<file path="src/rtl/grid_click_detector.sv">
// Grid click detector: on a rising edge of the left mouse button, finds which
// card of a ROWS x COLS grid the cursor is over, reads that card's state from
// an external register file and pulses event_occurred if the card is clickable.
// Card rectangles are walked one per cycle using running accumulators, so the
// block needs no multipliers or dividers.
module grid_click_detector #(
    parameter int COLS      = 4,
    parameter int ROWS      = 4,
    parameter int X_START   = 32,
    parameter int Y_START   = 40,
    parameter int CARD_W    = 200,
    parameter int CARD_H    = 150,
    parameter int GAP_X     = 40,
    parameter int GAP_Y     = 30,
    parameter int STATE_W   = 2,
    parameter int CLICKABLE = 0,
    parameter int ADDR_W    = (ROWS * COLS > 1) ? $clog2(ROWS * COLS) : 1
) (
    input  logic               clk,
    input  logic               rst,
    input  logic               enable,
    input  logic               left,
    input  logic [11:0]        mouse_xpos,
    input  logic [11:0]        mouse_ypos,
    input  logic [STATE_W-1:0] card_state,
    output logic [ADDR_W-1:0]  card_rd_address,
    output logic [ADDR_W-1:0]  card_clicked_address,
    output logic               event_occurred,
    output logic               busy
);

    localparam int NCARDS = ROWS * COLS;
    localparam int COL_W  = (COLS > 1) ? $clog2(COLS) : 1;
    // Wide enough that start + pitch + card size never wraps for any sane grid
    localparam int ACC_W  = 16;

    localparam logic [ADDR_W-1:0]  LAST_IDX    = ADDR_W'(NCARDS - 1);
    localparam logic [COL_W-1:0]   LAST_COL    = COL_W'(COLS - 1);
    localparam logic [ACC_W-1:0]   X_ORIGIN    = ACC_W'(X_START);
    localparam logic [ACC_W-1:0]   Y_ORIGIN    = ACC_W'(Y_START);
    localparam logic [ACC_W-1:0]   PITCH_X     = ACC_W'(CARD_W + GAP_X);
    localparam logic [ACC_W-1:0]   PITCH_Y     = ACC_W'(CARD_H + GAP_Y);
    localparam logic [ACC_W-1:0]   SIZE_X      = ACC_W'(CARD_W);
    localparam logic [ACC_W-1:0]   SIZE_Y      = ACC_W'(CARD_H);
    localparam logic [ACC_W-1:0]   SCREEN_LIM  = ACC_W'(4096);
    localparam logic [STATE_W-1:0] CLICK_VALUE = STATE_W'(CLICKABLE);

    localparam logic [2:0] S_IDLE   = 3'd0;
    localparam logic [2:0] S_LOCATE = 3'd1;
    localparam logic [2:0] S_READ   = 3'd2;
    localparam logic [2:0] S_CHECK  = 3'd3;
    localparam logic [2:0] S_REPORT = 3'd4;

    logic [2:0]        r_state;
    logic              r_left_prev;
    logic [11:0]       r_x;
    logic [11:0]       r_y;
    logic [ADDR_W-1:0] r_idx;
    logic [COL_W-1:0]  r_col;
    logic [ACC_W-1:0]  r_x_lo;
    logic [ACC_W-1:0]  r_y_lo;
    logic [ADDR_W-1:0] r_rd_addr;
    logic [ADDR_W-1:0] r_clicked_addr;

    logic              w_trigger;
    logic [ACC_W-1:0]  w_x_hi;
    logic [ACC_W-1:0]  w_y_hi;
    logic [ACC_W-1:0]  w_x;
    logic [ACC_W-1:0]  w_y;
    logic              w_hit;
    logic              w_last_idx;
    logic              w_last_col;

    assign w_trigger  = left & ~r_left_prev & enable & (r_state == S_IDLE);
    assign w_x        = ACC_W'(r_x);
    assign w_y        = ACC_W'(r_y);
    assign w_x_hi     = r_x_lo + SIZE_X;
    assign w_y_hi     = r_y_lo + SIZE_Y;
    // Half-open rectangle test; a card reaching past pixel 4095 can never hit
    assign w_hit      = (w_x >= r_x_lo) && (w_x < w_x_hi) &&
                        (w_y >= r_y_lo) && (w_y < w_y_hi) &&
                        (w_x_hi <= SCREEN_LIM) && (w_y_hi <= SCREEN_LIM);
    assign w_last_idx = (r_idx == LAST_IDX);
    assign w_last_col = (r_col == LAST_COL);

    assign card_rd_address      = r_rd_addr;
    assign card_clicked_address = r_clicked_addr;
    assign event_occurred       = (r_state == S_REPORT);
    assign busy                 = (r_state != S_IDLE);

    // Track the previous level of left in every state for edge detection
    always_ff @(posedge clk or posedge rst) begin
        if (rst) begin
            r_left_prev <= 1'b0;
        end else begin
            r_left_prev <= left;
        end
    end

    // Control FSM with the card-walking accumulators and address registers
    always_ff @(posedge clk or posedge rst) begin
        if (rst) begin
            r_state        <= S_IDLE;
            r_x            <= '0;
            r_y            <= '0;
            r_idx          <= '0;
            r_col          <= '0;
            r_x_lo         <= '0;
            r_y_lo         <= '0;
            r_rd_addr      <= '0;
            r_clicked_addr <= '0;
        end else begin
            case (r_state)
                S_IDLE: begin
                    if (w_trigger) begin
                        r_state <= S_LOCATE;
                        r_x     <= mouse_xpos;
                        r_y     <= mouse_ypos;
                        r_idx   <= '0;
                        r_col   <= '0;
                        r_x_lo  <= X_ORIGIN;
                        r_y_lo  <= Y_ORIGIN;
                    end
                end
                S_LOCATE: begin
                    if (!enable) begin
                        r_state <= S_IDLE;
                    end else if (w_hit) begin
                        r_state   <= S_READ;
                        r_rd_addr <= r_idx;
                    end else if (w_last_idx) begin
                        r_state <= S_IDLE;
                    end else begin
                        // Row-major walk: step right, wrap to the next row start
                        r_idx <= r_idx + 1'b1;
                        if (w_last_col) begin
                            r_col  <= '0;
                            r_x_lo <= X_ORIGIN;
                            r_y_lo <= r_y_lo + PITCH_Y;
                        end else begin
                            r_col  <= r_col + 1'b1;
                            r_x_lo <= r_x_lo + PITCH_X;
                        end
                    end
                end
                S_READ: begin
                    // Register file answers one cycle after the address
                    r_state <= enable ? S_CHECK : S_IDLE;
                end
                S_CHECK: begin
                    if (enable && (card_state == CLICK_VALUE)) begin
                        r_state        <= S_REPORT;
                        r_clicked_addr <= r_rd_addr;
                    end else begin
                        r_state <= S_IDLE;
                    end
                end
                S_REPORT: begin
                    r_state <= S_IDLE;
                end
                default: begin
                    r_state <= S_IDLE;
                end
            endcase
        end
    end

endmodule

</file>
<file path="config.mk">
export PLATFORM = sky130hd
export DESIGN_NAME = grid_click_detector
export DESIGN_NICKNAME = d
export VERILOG_FILES = /design/src/rtl/grid_click_detector.sv
export SDC_FILE = /design/constraint.sdc
export NUM_CORES = 1
export LEC_CHECK = 0
export BUFFER_PORTS_ARGS = -buffer_cell sky130_fd_sc_hd__buf_2
export CORE_UTILIZATION = 64
export DETAILED_ROUTE_END_ITERATION = 12
export PLACE_DENSITY = 0.85
export SYNTH_ARGS = -nofsm -noshare
export SYNTH_HDL_FRONTEND = slang
export SYNTH_SLANG_ARGS = --single-unit
</file>
<file path="constraint.sdc">
create_clock -name clk -period 8.01 [get_ports clk]
set_input_delay 2.403 -clock clk [delete_from_list [all_inputs] [get_ports clk]]
set_output_delay 2.403 -clock clk [all_outputs]
set_load 0.02 [all_outputs]
</file>
# == After elaboration in Yosys (flattened, before gate mapping) ==
# Index checks and enable logic that the tools add are counted.
# op_classes
n_addsub,6
n_eq_ne,12
magnitude_cmp,6
reduce_logical,16
mux,30
bitwise_logic,4
# ops
op,n
$mux 16,10
$add 16x8->16 const B,4
$pmux 16 s2,2
$ge 12x16->1,2
$le 16x13->1 const B,2
$lt 12x16->1,2
$mux 4,4
$mux 3,5
$mux 2,6
$pmux 3 s4,1
$ne 2x2->1 const B,5
$pmux 4 s2,1
$eq 3x2->1 const B,2
$logic_and 1x1->1,6
$reduce_and 2->1,3
$reduce_and 6->1,1
$reduce_and 5->1,1
$add 4x1->4 const B,1
$eq 4x4->1 const B,1
$ne 4x4->1 const B,1
$pmux 2 s2,1
$and 1x1->1,3
$eq 3x1->1 const B,1
$eq 3x3->1 const B,1
8 further kinds,8
# word_totals
input_bits,30
output_inout_bits,10
elab_cells,84
ff_bits,74

# == Longest topological paths before layout ==
# Gate-level depths: netlist (run 1).
# logic_depth
depth_word,10
mapped_depth,15

# == Least setup slack after synthesis (run 1) ==
# Ideal clock, no wire load.
# synth_path
kind,input port to flip-flop
start,in left
end,reg r_x_lo[6]
setup_time_ps,87
n_path_buf,1
path_slack_ps,4164
arrival_time_ps,3759
cell_stages,7
required_time_ps,7923
path_cell_list,nor2b_1 > or4b_1 > clkbuf_1 > nand2_1 > nand3_1 > or3_1 > o211ai_1
# synth_via
elab_chain_len,5
# synth_lines
item,line,source
"start, declared",22,"input logic left,"
$and 1x1->1 (3 in series),74,assign w_trigger = left & ~r_left_prev & enable & (r_state == S_IDLE);
$ne 2x2->1 (no source line),n/a,
$reduce_and 5->1 (no source line),n/a,
"end signal, assigned",142,r_x_lo <= r_x_lo + PITCH_X;
"end, declared",60,logic [ACC_W-1:0] r_x_lo;
# Every way passes these cells.
# A chain may end at the register's enable or synchronous reset.

# == Worst setup path in the final report (run 1) ==
# layout_path
start,in enable
end,reg r_x_lo[7]
# layout_via
elab_chain_len,4
elab_cells_between_ends,5
# layout_lines
item,line,source
"start, declared",21,"input logic enable,"
$and 1x1->1 (2 in series),74,
$ne 2x2->1 (no source line),n/a,
$reduce_and 5->1 (no source line) (*),n/a,
# Every way passes the cells marked *; elsewhere a longest branch is shown, timed or not.

==> results of run 1 <==
-- layer usage --
layer / vias to the layer above / GRT usage, %
met1: 1747 / 35.8
met3: 22 / 4.95
met4: 0 / 14.4
met5: - / 0
li1: 1705 / -
met2: 81 / 54.8
-- synthesized netlist by cell type (8+ instances only) --
| cell type | count |
|---|---|
| sky130_fd_sc_hd__dfrtp_1 | 64 |
| sky130_fd_sc_hd__nand2_1 | 95 |
| sky130_fd_sc_hd__o31ai_1 | 10 |
| sky130_fd_sc_hd__clkbuf_1 | 12 |
| sky130_fd_sc_hd__a21oi_1 | 19 |
| sky130_fd_sc_hd__mux2i_1 | 10 |
| sky130_fd_sc_hd__o211ai_1 | 14 |
| sky130_fd_sc_hd__xnor2_1 | 11 |
| sky130_fd_sc_hd__inv_1 | 28 |
| sky130_fd_sc_hd__ha_1 | 40 |
| sky130_fd_sc_hd__nor2_1 | 20 |
| sky130_fd_sc_hd__a211oi_1 | 8 |
| sky130_fd_sc_hd__nand3_1 | 16 |
| sky130_fd_sc_hd__nand4_1 | 9 |
| sky130_fd_sc_hd__or4_1 | 10 |
-- where the power goes --
group	switching, uW	internal [uW]
clock network	138	153
registers	57.0	373
logic	203	143
-- final cells by class --
cell class | count | area share, %
multi-input cells | 345 | 51.3
clock inverters | 6 | 1.49
clock buffers | 10 | 3.04
well taps | 75 | 2.07
flip-flops and latches | 64 | 35.4
inverters | 28 | 2.32
repair buffers | 38 | 4.37
-- logic make-up after synthesis --
kind of cell	after synthesis
muxes	17
DFF	64
buffers and inverters	47
adders and majority gates	40
and+or+nand+nor	183
xor gates and xnor gates	13
AOI/OAI and AO/OA	92
-- state kept, by name (all words and copies together) (netlist names) --
name	cells
r_x_lo	12
r_x	9
r_idx	4
card_clicked_address	4
card_rd_address	4
r_y	11
r_state	3
r_y_lo	14
r_col	2
r_left_prev	1
-- metrics by stage --
stage          cells  worst slack [ns]  hold slack [ns]
2_1_floorplan    456              4.01            0.446
3_3_place_gp     550              3.34            0.455
3_5_place_dp     550              3.28            0.463
4_1_cts          566              3.60            0.482
5_1_grt          566              3.45            0.507
6_report         566              3.56            0.479
-- path summary, 6_finish.rpt --
path | end | start | slack (ns)
setup / recovery | r_x_lo[7]$_DFFE_PP0P_ | enable | 3.56
setup reg to reg | r_y_lo[4]$_DFFE_PP0P_ | r_y_lo[3]$_DFFE_PP0P_ | 3.94
min in group asynchronous | r_left_prev$_DFF_PP0_ | rst | 2.25
max in group asynchronous | r_x_lo[6]$_DFFE_PP0P_ | rst | 5.22
hold / removal | card_clicked_address[3]$_DFFE_PP0P_ | card_clicked_address[3]$_DFFE_PP0P_ | 0.48
hold reg to reg | card_clicked_address[3]$_DFFE_PP0P_ | card_clicked_address[3]$_DFFE_PP0P_ | 0.48
-- worst max-delay path, delay by kind of cell --
family / cells / cell delay [ns]
compound gates: 2 / 0.63
buf+inv: 2 / 0.49
simple gates: 3 / 1.18
==> flow_summary.ini, run 1 <==
[routing]
vias_per_cell = 6.28
antenna_violating_nets_left = 0
drt-total-wl_mm = 9.42
wl_met2_mm = 4.90
drc = 0
post_drt_wl_per_cell_um = 16.6
detailedRoute.firstIterationViolations = 210
wl_met1_mm = 3.97
detailedRoute.firstPassIterationCount = 5
route.vias.total = 3555
routed.top_layer = met4
routed-wl-met3_um = 331

[min_path]
worstHoldPathCells = 2
min_path_type = flop to flop

[layout]
nets = 556
most_frequent_standard_cell_in_the_layout_excluding_fill_and_tap_cells = sky130_fd_sc_hd__nand2_1
antenna_cells = 0
ff_latch_area_sq_mm = 0.00160
fillers = 453
layout.cells.most_common_list = 95 x sky130_fd_sc_hd__nand2_1, 64 x sky130_fd_sc_hd__dfrtp_1, 40 x sky130_fd_sc_hd__ha_1, 35 x sky130_fd_sc_hd__buf_2, 27 x sky130_fd_sc_hd__inv_1
final_cell_area_sq_mm = 0.00453
drive_gt1_share_pct = 12.8
area_occupied_by_multi_input_gates_sq_mm = 0.00232
area_growth_from_synthesis_to_layout_pct = 10.2
layout.core_utilization_pct = 74.7

[floorplanning]
die_area_sq_mm = 0.00674
core_area_sq_mm = 0.00606
starting_density_pct = 67.8
rows = 28
num_io_pins = 40
dieWidth_um = 82.1
die_span_in_y_um = 82.1

[logic_synthesis]
yosys_warnings = 0
postSynthNetCount = 526
synth_fa_ha_area_share_pct = 12.2
syn_area_sq_mm = 0.00411
postSynthRegisterBits = 64
synth_sequential_area_ratio_pct = 39.0
netlist_top_cells_area = sky130_fd_sc_hd__dfrtp_1 39%, sky130_fd_sc_hd__ha_1 12%, sky130_fd_sc_hd__nand2_1 8.7%
synth_top_cell_area_share_pct = 39.0
multiplexer_share_of_the_synthesized_area_pct = 4.36
count_of_distinct_cell_types_in_the_synthesized_netlist = 54
synth-simple-area-share_pct = 21.3
yosys.area_share.xor_xnor_pct = 2.77
main_combinational_cell_family_by_area_after_synthesis = simple AND/OR/NAND/NOR gates
synth_top_flop_cell = sky130_fd_sc_hd__dfrtp_1
synth_area_per_cell_sq_um = 9.01
async_flop_share_pct = 100
synth_top_area_cell = sky130_fd_sc_hd__dfrtp_1
number_of_enable_type_register_cells_in_the_synthesized_netlist = 0
synth_compound_area_share_pct = 15.7
post_synth_inst_count = 456

[setup_path]
crit_start_category = input pin
cp_data_required_time_ns = 8.28
path_class = input pin to flop
cp_slowest_cell = sky130_fd_sc_hd__or4b_1
critPathMaxFanout = 27
critical_path_arrival_ns = 4.72
timing.reg2reg.worst_path_depth = 12
slowest_delay_ns = 0.84
timing.critical_path.to_type = flop
cp_cell_sequence = buf_2 > nand2b_1 > or4b_1 > buf_4 > nand2_1 > o211ai_1 > o22ai_1

[global_route]
grt_max_degree = 65
grt_first_pass_wirelength_mm = 15.4
number_of_global_route_vias_before_repair = 3452
globalRouteTotalUtil_pct = 30.7
global_route.overflow_total = 0
antenna_found_initial = 0

[timing]
period_share_pct = 55.5
finClkSkew_ns = 0.0116
finalSetupViolCount = 0
timing_hold_violations_final = 0
slew-limit-headroom_pct = 39.2
grt_setup_unrepaired = false
period_minus_slack_ns = 4.45
timing.final.max_slew_violations = 0
worstMarginPinSlew_ns = 0.909
totalNegativeSetupSlack_ns = 0
maxClockFrequency_mhz = 225

[clock_tree]
clockRootBuffer = sky130_fd_sc_hd__clkbuf_8
htree_num_levels = 3
tritoncts = yes
postCtsHoldBufs = 0
clock_tree.buffer_depth = 2
cts_sinks = 64
cts_inserted_buffers = 9
post_cts_buffers = 0
cts_resized = 0
clkSlewWorstSetupHoldPaths_ns = 0.07
worst_skew_pair_latency_ns = 0.37

[place]
detailed_place_hpwl_mm = 6.72
place_congestion = 0.851
post_dp_cell_area_sq_mm = 0.00432
port_buffers = 35

[pwr]
leakage_power_summed_over_all_cells_uw = 0.00211
power_per_cell_area_mw_per_mm2 = 236
peakVddDrop_mv = 0.190
total_power_uw = 1070

[run_status]
outcome = finished clean

[run]
max-cap-violations = 0
(Power assumes the default switching activity.)
==> run 2: changes to the inputs <==
--- a/config.mk
+++ b/config.mk
@@ -5,10 +5,11 @@
 export SDC_FILE = /design/constraint.sdc
 export NUM_CORES = 1
 export LEC_CHECK = 0
+export ABC_AREA = 1
 export BUFFER_PORTS_ARGS = -buffer_cell sky130_fd_sc_hd__buf_2
-export CORE_UTILIZATION = 64
+export CORE_UTILIZATION = 54
 export DETAILED_ROUTE_END_ITERATION = 12
-export PLACE_DENSITY = 0.85
+export PLACE_DENSITY = 0.76
 export SYNTH_ARGS = -nofsm -noshare
 export SYNTH_HDL_FRONTEND = slang
 export SYNTH_SLANG_ARGS = --single-unit
==> constraint.sdc (replaced) <==
create_clock -name clk -period 3.7 [get_ports clk]
set_input_delay 1.11 -clock clk [delete_from_list [all_inputs] [get_ports clk]]
set_output_delay 1.11 -clock clk [all_outputs]
set_load 0.02 [all_outputs]
==> run 2 against run 1 <==
Die area is 28% higher. Via count is 10% higher. Critical endpoint is now r_idx[0]$_DFFE_PP0P_. Flip-flop and latch count stayed put. Clock-buffer cell count is 1 lower. Register-to-register slack worse by 3.4 ns. Highest routed layer unchanged. Combinational power grew to 4.8 times the previous value. Non-clock buffer count stayed put. Critical path depth is 12 higher. Final area is 9.3% higher. Wire length is 5.9% higher. Total power grew to 3.3 times the previous value. Global-route usage is 5.5 points lower.
==> flow_summary.ini, run 2 <==
[layout]
nets = 687
area_growth_from_synthesis_to_layout_pct = 10.8
largest_register = r_y_lo
most_frequent_standard_cell_in_the_layout_excluding_fill_and_tap_cells = sky130_fd_sc_hd__nand2_1
fillers = 731
antenna_cells = 0
layoutNonFillerInstCount = 724
layout.cells.most_common_list = 179 x sky130_fd_sc_hd__nand2_1, 64 x sky130_fd_sc_hd__dfrtp_1, 59 x sky130_fd_sc_hd__inv_1, 49 x sky130_fd_sc_hd__nor2_1, 44 x sky130_fd_sc_hd__nand3_1
largest_register_ffs = 14
top_regs = r_y_lo (14), r_x_lo (12), r_y (11)
drive_gt1_share_pct = 14.8
final_cell_area_sq_mm = 0.00495
layout.core_utilization_pct = 63.0

[logic_synthesis]
syn_area_sq_mm = 0.00447
synth_top_cell_area_share_pct = 35.9
synth_area_per_cell_sq_um = 7.65
postSynthRegisterBits = 64
yosys_warnings = 0
async_flop_share_pct = 100
synth_sequential_area_ratio_pct = 35.9
synth_common_cells = 179 x sky130_fd_sc_hd__nand2_1, 64 x sky130_fd_sc_hd__dfrtp_1, 60 x sky130_fd_sc_hd__inv_1
synthMostInstantiatedCell = sky130_fd_sc_hd__nand2_1
post_synth_inst_count = 584
postSynthNetCount = 654
synth_top_area_cell = sky130_fd_sc_hd__dfrtp_1
count_of_distinct_cell_types_in_the_synthesized_netlist = 37
number_of_enable_type_register_cells_in_the_synthesized_netlist = 0
synth_top_flop_cell = sky130_fd_sc_hd__dfrtp_1
netlist_top_cells_area = sky130_fd_sc_hd__dfrtp_1 36%, sky130_fd_sc_hd__nand2_1 15%, sky130_fd_sc_hd__ha_1 11%

[global_route]
grt_first_pass_wirelength_mm = 17.3
globalRoute.busiestLayer = met2
globalRouteTotalUtil_pct = 25.2
antenna_found_initial = 0
grt_util_met2_pct = 40.5
grt_max_degree = 37
gr-usage-met1_pct = 34.0
use_met3_pct = 3.78
global_route.overflow_total = 0
number_of_global_route_vias_before_repair = 3841

[clock_tree]
tritoncts = yes
htree_num_levels = 3
cts_inserted_buffers = 9
clkSlewWorstSetupHoldPaths_ns = 0.08
post_cts_buffers = 0
worst_skew_pair_latency_ns = 0.35
cts_resized = 0
postCtsHoldBufs = 0
clockRootBuffer = sky130_fd_sc_hd__clkbuf_8
cts_sinks = 64
clock_tree.buffer_depth = 2

[timing]
finalSetupViolCount = 0
worstMarginPinSlew_ns = 0.910
totalNegativeSetupSlack_ns = 0
grt_setup_unrepaired = false
timing.final.max_slew_violations = 0
finClkSkew_ns = 0.00744
slew-limit-headroom_pct = 39.4
period_share_pct = 84.5
maxClockFrequency_mhz = 320
timing_hold_violations_final = 0
period_minus_slack_ns = 3.12

[setup_path]
crit_start = r_x_lo[6]$_DFFE_PP0P_
cp_data_required_time_ns = 3.99
regToRegStartpoint = r_x_lo[6]$_DFFE_PP0P_
crit_end = r_idx[0]$_DFFE_PP0P_
crit_start_category = flop
critical_path_arrival_ns = 3.42
timing.critical_path.to_type = flop
r2r-end = r_idx[0]$_DFFE_PP0P_
timing.reg2reg.worst_path_depth = 19
path_class = flop to flop
critPathMaxFanout = 25
r2r_setup_slack_ns = 0.58

[pwr]
peakVddDrop_mv = 0.363
power_per_cell_area_mw_per_mm2 = 710
leakage_power_summed_over_all_cells_uw = 0.00258

[routing]
detailedRoute.firstIterationViolations = 187
route.vias.total = 3913
drc = 0
drt-total-wl_mm = 9.98
detailedRoute.firstPassIterationCount = 4
antenna_violating_nets_left = 0
vias_per_cell = 5.40
post_drt_wl_per_cell_um = 13.8

[floorplanning]
num_io_pins = 40
rows = 32
core_area_sq_mm = 0.00785
die_area_sq_mm = 0.00864
dieWidth_um = 92.9
starting_density_pct = 56.9
die_span_in_y_um = 92.9

[place]
detailed_place_hpwl_mm = 7.27
placed_cells = 708
post_dp_cell_area_sq_mm = 0.00472
place_congestion = 0.875
port_buffers = 35

[run]
max-cap-violations = 0

[min_path]
min_path_type = flop to flop
worstHoldPathCells = 2

[run_status]
outcome = finished clean
run 2: cell types whose count changed after synthesis, sizes merged, moves of 8 or more:
| cell | delta |
|---|---|
| nand2 | +89 |
| xor2 | +20 |
| mux2 | +13 |
| nand3 | +29 |
| o31ai | -10 |
| o211ai | -14 |
| nor3 | +8 |
| nor2 | +33 |
| inv | +32 |
| or4 | -10 |
| mux2i | -10 |
| xnor2 | -10 |
run 2: cell families (layout without fill, tap and decap cells):
family,count (synthesis),after routing,synth area share [%]
XOR/XNOR,23,23,4.51
multiplexers,20,20,5.04
adder cells (fa/ha/maj),40,40,11.2
flip-flops,64,64,35.9
buffers and inverters,78,116,7.09
AO/OA/AOI/OAI,39,39,5.21
AND/OR/NAND/NOR,320,320,31.1
run 2: how the worst min path moves through the flow:
stage | from | end
after floorplan | r_col[1]$_DFFE_PP0P_ | r_col[1]$_DFFE_PP0P_
after global placement | r_col[1]$_DFFE_PP0P_ | r_col[1]$_DFFE_PP0P_
after detailed placement | card_clicked_address[2]$_DFFE_PP0P_ | card_clicked_address[2]$_DFFE_PP0P_
after CTS | card_clicked_address[2]$_DFFE_PP0P_ | card_clicked_address[2]$_DFFE_PP0P_
after global routing | r_col[1]$_DFFE_PP0P_ | r_col[1]$_DFFE_PP0P_
final | card_clicked_address[2]$_DFFE_PP0P_ | card_clicked_address[2]$_DFFE_PP0P_
run 2: critical path, stage by stage, from the launching register on:
cell                       delay [ns]
sky130_fd_sc_hd__dfrtp_1         0.52
sky130_fd_sc_hd__nor2_2          0.12
sky130_fd_sc_hd__nor2_4          0.24
sky130_fd_sc_hd__inv_1           0.12
sky130_fd_sc_hd__o21ai_0         0.14
sky130_fd_sc_hd__o21ai_0         0.11
sky130_fd_sc_hd__ha_1            0.30
sky130_fd_sc_hd__nand2_1         0.07
sky130_fd_sc_hd__nand2_1         0.05
sky130_fd_sc_hd__nor2_1          0.09
sky130_fd_sc_hd__nand2_1         0.07
sky130_fd_sc_hd__nor2_1          0.10
sky130_fd_sc_hd__nand2_1         0.06
sky130_fd_sc_hd__nor2_1          0.10
sky130_fd_sc_hd__nand3_1         0.14
sky130_fd_sc_hd__o21bai_2        0.19
sky130_fd_sc_hd__nand2_4         0.23
sky130_fd_sc_hd__nand2_4         0.26
sky130_fd_sc_hd__nand2_1         0.09
sky130_fd_sc_hd__nand2_1         0.06
run 2: cell type report:
cell class	count	area, sq um	area share [%]
Sequential cell	64	1600	32.4
Timing Repair Buffer	38	210	4.25
Multi-Input combinational cell	442	2550	51.5
Clock buffer	9	124	2.50
Inverter	62	233	4.71
Tap cell	102	128	2.58
Clock inverter	7	103	2.07
run 2: power breakdown:
| group | internal [uW] | switching (uW) | leakage [uW] |
|---|---|---|---|
| registers | 917 | 225 | 0.000819 |
| clock network | 386 | 315 | 0.000110 |
| logic | 661 | 1010 | 0.00165 |
| total | 1960 | 1550 | 0.00258 |
run 2: routing by layer:
metal / part of all wire (%) / routed length, um
met2: 46 / 4550
met4: 1.9 / 186
met1: 48 / 4780
met3: 4.6 / 459
met5: 0 / 0
run 2: metrics by stage:
stage                     total power (uW)  hold slack (ns)  setup WS [ns]
after floorplan                       2390            0.446          0.992
after global placement                2700            0.460          0.685
after detailed placement              2810            0.474          0.626
after CTS                             3520            0.495          0.590
after global routing                  3850            0.521          0.204
final                                 3510            0.487          0.575
==> run 3: changes to the inputs <==
--- a/config.mk
+++ b/config.mk
@@ -7,9 +7,9 @@
 export LEC_CHECK = 0
 export ABC_AREA = 1
 export BUFFER_PORTS_ARGS = -buffer_cell sky130_fd_sc_hd__buf_2
-export CORE_UTILIZATION = 54
+export CORE_UTILIZATION = 60
 export DETAILED_ROUTE_END_ITERATION = 12
-export PLACE_DENSITY = 0.76
+export PLACE_DENSITY = 0.8
 export SYNTH_ARGS = -nofsm -noshare
 export SYNTH_HDL_FRONTEND = slang
 export SYNTH_SLANG_ARGS = --single-unit
==> constraint.sdc (replaced) <==
create_clock -name clk -period 3.2 [get_ports clk]
set_input_delay 0.96 -clock clk [delete_from_list [all_inputs] [get_ports clk]]
set_output_delay 0.96 -clock clk [all_outputs]
set_load 0.02 [all_outputs]
==> run 3 against run 2 <==
Flip-flop and latch count unchanged. Critical endpoint is now r_x_lo[14]$_DFFE_PP0P_. Hold slack about the same. Global-route usage increased by 2.0 points. Highest routed layer unchanged. Total power increased by 14%. Clock power about the same. Clock skew increased by 0.0019 ns. Register-to-register slack got worse by 0.25 ns. Cell count decreased by 0.14%.
==> flow_summary.ini, run 3 (synthesized netlist as in run 2, its figures left out) <==
[run_status]
outcome = finished clean

[layout]
layout.core_utilization_pct = 69.1
top_regs = r_y_lo (14), r_x_lo (12), r_y (11)
antenna_cells = 0
layoutNonFillerInstCount = 723
most_frequent_standard_cell_in_the_layout_excluding_fill_and_tap_cells = sky130_fd_sc_hd__nand2_1
layout.cells.most_common_list = 178 x sky130_fd_sc_hd__nand2_1, 59 x sky130_fd_sc_hd__inv_1, 58 x sky130_fd_sc_hd__dfrtp_1, 49 x sky130_fd_sc_hd__nor2_1, 44 x sky130_fd_sc_hd__nand3_1
largest_register_ffs = 14
area_growth_from_synthesis_to_layout_pct = 11.6
nets = 689
largest_register = r_y_lo
drive_gt1_share_pct = 16.3
fillers = 620

[timing]
period_minus_slack_ns = 2.88
timing_hold_violations_final = 0
maxClockFrequency_mhz = 347
grt_setup_unrepaired = false
period_share_pct = 90.0
worstMarginPinSlew_ns = 0.971
slew-limit-headroom_pct = 35.3
finalSetupViolCount = 0
totalNegativeSetupSlack_ns = 0
finClkSkew_ns = 0.00938
timing.final.max_slew_violations = 0

[setup_path]
regToRegStartpoint = r_y_lo[2]$_DFFE_PP0P_
cp_slowest_cell = sky130_fd_sc_hd__dfrtp_2
cpMostUsedCell = sky130_fd_sc_hd__nand2_1
timing.critical_path.to_type = flop
cp_data_required_time_ns = 3.49
crit_start_category = flop
path_class = flop to flop
cp_cell_sequence = ha_1 > inv_1 > nand2_1 > nand2_1 > nand2_1 > xor2_1 > ha_1 > nand2_1 > nand2_1 > nand3_1 > nand2_1 > nor2_1 > nand2_1 > nor2_1 > nand3_1 > o21bai_4 > nand2_8 > nand2_8 > nand2_1 > nand2_1
crit_start = r_y_lo[2]$_DFFE_PP0P_
slowest_delay_ns = 0.45
critPathMaxFanout = 25
critical_path_arrival_ns = 3.16

[place]
detailed_place_hpwl_mm = 7.08
placed_cells = 706
place_congestion = 0.907
port_buffers = 35

[clock_tree]
htree_num_levels = 3
clock_tree.buffer_depth = 2
cts_sinks = 64
cts_inserted_buffers = 9
clkSlewWorstSetupHoldPaths_ns = 0.08
worst_skew_pair_latency_ns = 0.35
clockRootBuffer = sky130_fd_sc_hd__clkbuf_8
postCtsHoldBufs = 0
tritoncts = yes

[routing]
routed-wl-met3_um = 455
wl_met2_mm = 4.61
drc = 0
drt-total-wl_mm = 9.87
route.vias.total = 3909
wl_met1_mm = 4.64
routed.top_layer = met4
antenna_violating_nets_left = 0
vias_per_cell = 5.41
detailedRoute.firstIterationViolations = 236
post_drt_wl_per_cell_um = 13.6
detailedRoute.firstPassIterationCount = 5

[min_path]
min_from = card_clicked_address[3]$_DFFE_PP0P_
min_path_type = flop to flop

[global_route]
grt_first_pass_wirelength_mm = 16.3
globalRouteTotalUtil_pct = 27.2
global_route.overflow_total = 0
number_of_global_route_vias_before_repair = 3571
grt_max_degree = 40
antenna_found_initial = 0

[run]
max-cap-violations = 0

[floorplanning]
die_span_in_y_um = 88.3
dieWidth_um = 88.3
rows = 31
die_area_sq_mm = 0.00779
starting_density_pct = 61.9
core_area_sq_mm = 0.00721
num_io_pins = 40

[pwr]
power_per_cell_area_mw_per_mm2 = 805
leakage_power_summed_over_all_cells_uw = 0.00256
peakVddDrop_mv = 0.473
==> run 3: cell count changes in the layout (fill, tap and decap cells not counted), moves of 2 or more <==
cell                         delta
sky130_fd_sc_hd__nand2_4        -3
sky130_fd_sc_hd__clkinvlp_4     +2
sky130_fd_sc_hd__clkinv_2       +2
sky130_fd_sc_hd__buf_4          +2
sky130_fd_sc_hd__nand2_8        +3
sky130_fd_sc_hd__dfrtp_1        -6
sky130_fd_sc_hd__clkinv_4       -2
sky130_fd_sc_hd__dfrtp_2        +6
==> run 3: through the flow <==
step	hold WS, ns	total power, uW	worst slack [ns]	area [sq um]
2_1_floorplan	0.446	2770	0.642	4470
3_3_place_gp	0.459	3120	0.239	4720
3_5_place_dp	0.469	3250	0.139	4720
4_1_cts	0.489	3970	0.101	4920
5_1_grt	0.523	4380	0.00270	4980
6_report	0.487	4010	0.321	4980
==> run 3: per-layer routing <==
metal  vias up  GRT usage (%)
met2       112           44.1
met3        18           4.57
met5         -              0
met4         0           10.1
li1       1969              -
met1      1810           36.6
==> run 3: worst paths after layout <==
check / cells past startpoint / slack, ns / endpoint
max in group asynchronous: 3 / 1.91 / r_x_lo[6]$_DFFE_PP0P_
max: 20 / 0.32 / r_x_lo[14]$_DFFE_PP0P_
min reg2reg: 2 / 0.49 / card_clicked_address[3]$_DFFE_PP0P_
min in group asynchronous: 2 / 0.67 / r_y[3]$_DFFE_PP0P_
max reg2reg: 20 / 0.32 / r_x_lo[14]$_DFFE_PP0P_
min: 2 / 0.49 / card_clicked_address[3]$_DFFE_PP0P_
==> run 3: layout make-up <==
type / instances / area [sq um] / share of cell area [%]
well taps: 99 / 124 / 2.49
inverters: 62 / 233 / 4.67
flip-flops and latches: 64 / 1610 / 32.3
clock inverters: 7 / 71.3 / 1.43
multi-input cells: 442 / 2600 / 52.1
repair buffers: 40 / 225 / 4.52
clock buffers: 9 / 124 / 2.49
==> run 3: report_power, final <==
group	total, uW	internal (uW)	switching, uW
logic	1980	786	1200
registers	1330	1070	260
clock network	699	359	340
total	4010	2210	1800
==> run 3: worst max-delay path, delay by kind of cell, from the launching register on <==
family	cells	cell delay, ns
AO/OA/AOI/OAI	1	0.21
XOR/XNOR	1	0.17
adder cells (fa/ha/maj)	2	0.40
buffers and inverters	1	0.08
flip-flops	1	0.45
AND/OR/NAND/NOR	15	1.47
==> run 3: what timing repair did <==
item                       in CTS  in global routing
setup endpoints to repair       0                 36
resized for setup               0                 14
setup buffers                   0                  1
